$ cat config.mk
export PLATFORM = sky130hd
export DESIGN_NAME = fetch_sequencer
export DESIGN_NICKNAME = d
export VERILOG_FILES = /design/src/rtl/fetch_pkg.sv /design/src/rtl/fetch_queue.sv /design/src/rtl/fetch_sequencer.sv
export SDC_FILE = /design/constraint.sdc
export NUM_CORES = 1
export LEC_CHECK = 0
export ABC_CLOCK_PERIOD_IN_PS = 3800
export BUFFER_PORTS_ARGS = -buffer_cell sky130_fd_sc_hd__buf_2
export CAP_MARGIN = 20
export CORE_ASPECT_RATIO = 1.2
export CORE_MARGIN = 2
export CORE_UTILIZATION = 47
export DETAILED_ROUTE_END_ITERATION = 8
export GPL_TIMING_DRIVEN = 1
export HOLD_SLACK_MARGIN = 0.1
export PLACE_DENSITY = 0.8
export REMOVE_ABC_BUFFERS = 1
export SLEW_MARGIN = 20
export SYNTH_ARGS = -nofsm -noshare
export SYNTH_HDL_FRONTEND = slang
export SYNTH_SLANG_ARGS = --single-unit
export TNS_END_PERCENT = 5
$ cat constraint.sdc
create_clock -name clk -period 3.8 [get_ports clk]
set_clock_uncertainty 0.1 [all_clocks]
set_input_delay 0.38 -clock clk [delete_from_list [all_inputs] [get_ports clk]]
set_output_delay 0.38 -clock clk [all_outputs]
set_load 0.01 [all_outputs]
$ cat src/rtl/fetch_pkg.sv
// Shared definitions for the instruction fetch sequencer: FSM states,
// HALT opcode, default widths and prefetch queue depth.
package fetch_pkg;
    localparam int ADDR_W_DEF  = 8;
    localparam int INST_W_DEF  = 16;
    localparam int QUEUE_DEPTH = 2;

    localparam logic [4:0] HALT_OPCODE = 5'b10011;

    typedef enum logic [1:0] {
        ST_IDLE   = 2'd0,
        ST_FETCH  = 2'd1,
        ST_HALTED = 2'd2
    } state_t;

    function automatic logic is_halt_op(input logic [4:0] opcode);
        return opcode == HALT_OPCODE;
    endfunction
endpackage

$ cat src/rtl/fetch_queue.sv
// Two-entry prefetch FIFO of {word, pc} entries; flush overrides push/pop.
module fetch_queue
    import fetch_pkg::*;
#(
    parameter int W = ADDR_W_DEF + INST_W_DEF
) (
    input  logic         clk,
    input  logic         reset,
    input  logic         push,
    input  logic         pop,
    input  logic         flush,
    input  logic [W-1:0] entry_in,
    output logic [W-1:0] head_out,
    output logic [1:0]   count,
    output logic         valid
);
    logic [W-1:0] e0_q, e0_d, e1_q, e1_d;
    logic [1:0]   count_q, count_d;
    logic         pop_eff;

    assign pop_eff = pop && (count_q != 2'd0);

    always_comb begin
        e0_d    = e0_q;
        e1_d    = e1_q;
        count_d = count_q;
        if (flush) begin
            count_d = 2'd0;
        end else begin
            case ({push, pop_eff})
                2'b10: begin
                    if (count_q == 2'd0) e0_d = entry_in;
                    else                 e1_d = entry_in;
                    count_d = count_q + 2'd1;
                end
                2'b01: begin
                    e0_d    = e1_q;
                    count_d = count_q - 2'd1;
                end
                2'b11: begin
                    // Simultaneous push/pop keeps the count; shift only when full.
                    if (count_q == 2'd1) begin
                        e0_d = entry_in;
                    end else begin
                        e0_d = e1_q;
                        e1_d = entry_in;
                    end
                end
                default: ;
            endcase
        end
    end

    always_ff @(posedge clk) begin
        if (reset) begin
            e0_q    <= '0;
            e1_q    <= '0;
            count_q <= 2'd0;
        end else begin
            e0_q    <= e0_d;
            e1_q    <= e1_d;
            count_q <= count_d;
        end
    end

    assign head_out = e0_q;
    assign count    = count_q;
    assign valid    = count_q != 2'd0;
endmodule

$ cat src/rtl/fetch_sequencer.sv
// Fetch FSM and pc: pulls words from an external combinational ROM into a
// two-entry prefetch queue, stops after a HALT word, redirects on branch.
module fetch_sequencer
    import fetch_pkg::*;
#(
    parameter int ADDR_W = ADDR_W_DEF,
    parameter int INST_W = INST_W_DEF
) (
    input  logic              clk,
    input  logic              reset,
    input  logic              run,
    output logic [ADDR_W-1:0] rom_addr,
    input  logic [INST_W-1:0] rom_data,
    input  logic              branch_valid,
    input  logic [ADDR_W-1:0] branch_target,
    output logic              inst_valid,
    input  logic              inst_ready,
    output logic [INST_W-1:0] inst_out,
    output logic [ADDR_W-1:0] inst_pc,
    output logic              halt
);
    localparam logic [1:0] FULL = 2'(QUEUE_DEPTH);

    state_t            state_q, state_d;
    logic [ADDR_W-1:0] pc_q, pc_d;
    logic              push, pop;
    logic [1:0]        count;
    logic [INST_W+ADDR_W-1:0] head;

    assign pop  = inst_valid && inst_ready;
    assign push = (state_q == ST_FETCH) && !branch_valid &&
                  ((count < FULL) || pop);

    always_comb begin
        state_d = state_q;
        pc_d    = pc_q;
        if (branch_valid) begin
            pc_d = branch_target;
            if (state_q == ST_HALTED) state_d = ST_FETCH;
        end else begin
            if (state_q == ST_IDLE && run) state_d = ST_FETCH;
            if (push) begin
                pc_d = pc_q + ADDR_W'(1);
                if (is_halt_op(rom_data[INST_W-1 -: 5])) state_d = ST_HALTED;
            end
        end
    end

    always_ff @(posedge clk) begin
        if (reset) begin
            state_q <= ST_IDLE;
            pc_q    <= '0;
        end else begin
            state_q <= state_d;
            pc_q    <= pc_d;
        end
    end

    fetch_queue #(.W(INST_W + ADDR_W)) u_queue (
        .clk      (clk),
        .reset    (reset),
        .push     (push),
        .pop      (pop),
        .flush    (branch_valid),
        .entry_in ({rom_data, pc_q}),
        .head_out (head),
        .count    (count),
        .valid    (inst_valid)
    );

    assign rom_addr = pc_q;
    assign inst_out = head[INST_W+ADDR_W-1:ADDR_W];
    assign inst_pc  = head[ADDR_W-1:0];
    assign halt     = state_q == ST_HALTED;
endmodule

Word-level counts from Yosys, hierarchy flattened

Cells that the tools add are included.
Widths: inputs -> output; s select.

Output and inout port bits: 34
Bits of input ports: 29
Memories: 0
ROM bits: 0
Memory bits (writable): 0
Latch bits: 0
Register bits: 60

Order comparisons: 1
Add/subtract/negate cells: 3
Shift-type cells: 0
Div/mod/pow operators: 0
Bitwise gates (word level): 1
Muxes and demuxes: 14
Equality and inequality tests: 11
Reduce and logical (&&, ||, !) cells: 17
Multipliers: 0

Operators with widths:

| kind                | count |
|---|---|
| $mux 24             | 4 |
| $pmux 24 s3         | 1 |
| $pmux 24 s2         | 1 |
| $mux 8              | 2 |
| $mux 2              | 5 |
| $add 8x1->8 const B | 1 |
| $reduce_bool 2->1   | 4 |
| $eq 2x1->1 const B  | 3 |
| $eq 2x2->1 const B  | 3 |
| $eq 5x5->1 const B  | 1 |
| $logic_and 1x1->1   | 5 |
| $logic_not 2->1     | 2 |
| $ne 2x1->1 const B  | 2 |
| $ne 2x2->1 const B  | 2 |
| $pmux 2 s2          | 1 |
| $reduce_and 4->1    | 1 |
| $reduce_and 3->1    | 1 |
| $reduce_bool 3->1   | 1 |
| $add 2x1->2 const B | 1 |
| $lt 2x2->1 const B  | 1 |
| $reduce_or 2->1     | 1 |
| $sub 2x1->2 const B | 1 |
| $logic_not 1->1     | 1 |
| $logic_or 1x1->1    | 1 |
| $not 1->1           | 1 |

Logic depth before layout (Yosys ltp)

Depth after elaboration: 7
Mapped depth: 12
Gate-level depth less buffers: 10

Cells and area by module

A second synthesis with hierarchy kept.

Cells, all modules: 308
Area total of the unflattened synthesis: 2859.0 um^2

Modules (own cells, without submodules):

| module          | instances | area an instance (um^2) | sequential area each (um^2) | cells an instance |
|---|---|---|---|---|
| fetch_queue     | 1         | 2259.7                  | 1001.0                      | 237 |
| fetch_sequencer | 1         | 599.3                   | 200.2                       | 71 |

Worst setup path after synthesis

No wires, ideal clock.

Path kind: register to register
Start: reg u_queue.count_q[1] (netlist: u_queue.count[1])
End: reg u_queue.e1_q[0]
Data arrival time: 2.435 ns
Stages on the path, launching flop included: 12
Setup slack: 1.138 ns
Path through: dfxtp_1 > inv_1 > ha_1 > nand2b_1 > buf_2 > a21oi_4 > ha_1 > nand2_1 > o2111ai_1 > buf_2 > mux2i_1 > nor2_1

Cells in the longest elaborated chain, start to end: 7

RTL lines:

| element                                            | RTL line          | RTL |
|---|---|---|
| start: declaration                                 | fetch_queue.sv:18 | `logic [1:0] count_q, count_d;` |
| start signal: assignment                           | fetch_queue.sv:62 | `count_q <= count_d;` |
| branches (longest 7 deep; another with $lt 2x2->1) | -                 |  |
| end signal: assignment                             | fetch_queue.sv:57 | `e1_q <= '0;` |
| end signal: assignment                             | fetch_queue.sv:61 | `e1_q <= e1_d;` |
| end: declaration                                   | fetch_queue.sv:17 | `logic [W-1:0] e0_q, e0_d, e1_q, e1_d;` |

Several ways; the timed one is not identified.
A chain may end at the register's enable or synchronous reset.

Worst setup path after layout

Start: reg u_queue.count_q[1] (netlist: u_queue.count[1])
End: reg u_queue.e1_q[18]

The elaborated chain is that of the path after synthesis.

==> summary by stage <==
Route
The via count normalized by instance count is 5.668. The first detailed-routing pass ran for 4 iterations. Across all layers, the routed design uses 2307 vias. The overall routed net length is between 5 and 6 mm. After detailed routing, the number of remaining DRC violations is 0.

The antenna violation net count after detailed routing is 0. Dividing the detail-routed wire length by the instance count gives between 10 and 15 um. In this run, the number of DRC markers left after iteration 0 of detailed routing was between 150 and 200.

Die
The floorplan step set the die height to about 85 um. The area of the core is around 5300 um^2. The width of the chip is around 70 um. The boundary pin count is 63.

The number of cell rows is 29. For this configuration, the core starts out at a cell density of 0.4906. The area of the die is 6143 um^2.

Setup path
The critical path required time is between 3 and 4 ns. The cell at the slowest stage of the critical path is sky130_fd_sc_hd__dfxtp_1. STA classifies the critical path startpoint as a flip-flop.

The delay of the slowest cell on the worst path is between 0.4 and 0.5 ns. The most prevalent standard cell on the critical path is sky130_fd_sc_hd__ha_1. The signal on the critical path passes through inv_1, ha_1, nand2b_1, a21oi_4, ha_1, nand2_1, o2111ai_4, buf_4, mux2i_1, nor2_1. The setup path with the least slack is of type reg2reg. STA classifies the critical path endpoint as a flip-flop. Counting both buffers and inverters, the worst setup path holds a total of 2. In this design, the largest share of critical-path delay is due to adder cells. Of all nets on the critical path, the largest fanout is 24.

The arrival time at the worst endpoint is 3.29 ns.

Final layout
The repair_antennas step left the layout with diodes totalling 0. In the final layout, the share of cells above drive strength 1 is 0.2580. In the final layout, flip-flops and latches occupy about 1200 um^2. Measured on the finished design, the core utilization comes to 0.6046. The filler cells instantiated in the layout total approximately 470. For this run, the number of standard cells in the final layout without fillers is ~400. The layout net count is approximately 380. In the final layout, the multi-input gates occupy approximately 1300 um^2. The area overhead of the layout relative to synthesis is 23.25%.

Timing
The final critical-path required period is approximately 3.2 ns. Headroom to the max-slew limit came out at 0.2744. Setup violations remaining at the end of the flow were counted as 0. Of the available clock period, the critical path in the final layout requires 0.8468. Setup repair after global routing left no endpoint under its margin. The max-slew violation count is 0. The number of endpoints with negative hold slack in the final report is 0. The slew at the pin with the worst max-slew slack is between 1 and 1.5 ns. For this run, the top clock speed supported by timing is ~0.31 GHz. In the final timing run, aggregate negative setup slack is 0 ns.

Clocking
The H-tree depth is 3. The post-CTS setup buffer count is 0. The number of gates resized after CTS was 0.

At the later pin of the worst-skew pair, clock insertion delay measures approximately 0.34 ns. After clock tree synthesis, the clock-pin slew on the worst setup and hold paths is roughly 0.070 ns. The clock tree root buffer cell is sky130_fd_sc_hd__clkbuf_8. In this run the deepest clock path goes through 2 buffers.

The cts-stage hold buffer count is 0. The total clock sinks is 60. The CTS tree is done. The number of buffers created by CTS is 9.

Pwr
Dividing total power by cell area gives a power density of around 480 nW/um^2. The design draws roughly 0.0015 W. The largest vdd supply drop is 0.3469 mV. The reported leakage power is approximately 1.5 nW.

Global route
The number of global-route vias before repair is between 2000 and 2500. The fraction of met1 tracks used by global routing is 0.2682. Across every metal layer, demand over resource in global routing totals 0.2090. The initial antenna violation count came to 0. The first global-routing pass estimated between 9 and 10 mm of wire. After global routing the overflow that remains totals 0. The met3 track demand over resource in global routing is 0.05701. Entering global routing, the biggest net connects 63 pins. In this run the most used layer during global routing was met2.

The global-route met2 utilization is 0.3249.

Placed design
Summed over all nets, the half-perimeter wirelength after detailed placement is 3.901 mm. The number of placed instances with taps included is between 300 and 400. The routability-driven placement congestion ratio is around 0.74. Input and output buffers added on the ports amount to a little over 60.

Synth
For this run, the leading register cell type out of synthesis is sky130_fd_sc_hd__dfxtp_1. In this run, synthesis inferred 0 flip-flops with an integrated enable. The leading area contributor after synthesis is sky130_fd_sc_hd__dfxtp_1. The mean instance size in the synthesized netlist is between 9 and 10 um^2. The mapped netlist covers between 2000 and 3000 um^2.

After technology mapping, the gate count stands at between 200 and 300. The number of synthesized register bits is 60. After synthesis, the cell types taking the most area are sky130_fd_sc_hd__dfxtp_1 46%, sky130_fd_sc_hd__mux2i_1 10%, sky130_fd_sc_hd__a221oi_1 8.4%. The top cell type's share of synthesized area is 0.4622. The number of distinct library cells after synthesis is 40. The sequential area share after synthesis is 0.4622.

The share of synthesized registers carrying an async set or reset is 0. For this run, the number of Yosys warnings is 0.

Job
Across the run, the number of max-cap violations was 0.

Run status
The run finished with clean final reports.

Min path
The type of the worst min-delay path is in2reg.
## area by class of cell
type	instances	share of cell area
clock buffer	13	0.05273
clock inverter	3	0.02109
inverter	8	0.01016
multi-input combinational	195	0.4105
sequential	60	0.3750
tap	62	0.02422
timing repair buffer	66	0.1062
## report_power, final
part,internal [W],switching [W],total [W],leakage [nW]
Clock,0.000423,0.000250,0.000673,0.116
Sequential,0.000659,0.0000225,0.000682,0.488
Combinational,0.0000712,0.0000981,0.000169,0.877
## sequential cells by signal (all words and copies together), names as in the netlist
name,flops
rom_addr,8
state_q,2
u_queue.count,2
u_queue.e1_q,24
u_queue.head_out,24
## metal layers
layer | vias up | routed length [um] | share of wire
met5 | - | 0 | 0
met4 | 0 | 131 | 0.022
met3 | 12 | 335 | 0.056
met2 | 60 | 2818 | 0.47
met1 | 1076 | 2691 | 0.45
li1 | 1159 | - | -
## cells in the mapped netlist, drive strengths merged, types with 2 or more instances
cell     count
dfxtp       60
nor2        52
mux2i       27
nor3        27
a221oi      25
clkbuf      16
nand2       14
inv          8
a21oi        7
ha           6
buf          5
nand3        4
a31oi        3
nand2b       3
a21boi       2
a32oi        2
o2111ai      2
o211ai       2
or3          2
## metrics by stage
step / hold WS (ns) / setup WS (ns) / cell area [um^2]
2_1_floorplan: 0.3491 / 0.1307 / 2509
3_3_place_gp: 0.3741 / 0.8068 / 2967
3_5_place_dp: 0.3757 / 0.6734 / 2967
4_1_cts: 0.1782 / 0.6017 / 3203
5_1_grt: 0.1879 / 0.4398 / 3203
6_report: 0.1872 / 0.5821 / 3203
## logic make-up after synthesis
logic type	count (synthesis)	share of synthesized area
adders and majority gates	6	0.02889
AOI/OAI and AO/OA	55	0.1748
muxes	27	0.1040
buffers and inverters	29	0.04718
DFF	60	0.4622
and+or+nand+nor	107	0.1830
## placed cells by master, fill, tap and decap left out, drive strengths merged, types with 4 or more instances in the layout
cell type  instances
nand3              4
nand2             14
mux2i             27
nor3              27
a21oi              7
dfxtp             60
inv                8
ha                 6
clkbuf            13
a221oi            25
nor2              52
buf               66
## path summary, 6_finish.rpt
check / cells after the start / from / end / slack (ns)
min: 3 / rom_data[1] / u_queue.e1_q[9]$_SDFFE_PP0P_ / 0.19
max: 10 / u_queue.count[1]$_SDFFE_PP0P_ / u_queue.e1_q[18]$_SDFFE_PP0P_ / 0.58
min reg2reg: 2 / u_queue.head_out[8]$_SDFFE_PP0P_ / u_queue.head_out[8]$_SDFFE_PP0P_ / 0.39
max reg2reg: 10 / u_queue.count[1]$_SDFFE_PP0P_ / u_queue.e1_q[18]$_SDFFE_PP0P_ / 0.58
## tightest hold or removal path, delay by kind of cell
kind,cells,cell delay [ns]
mux,1,0.06
simple gates,1,0.07
buf+inv,1,0.09
(Power assumes the default switching activity.)
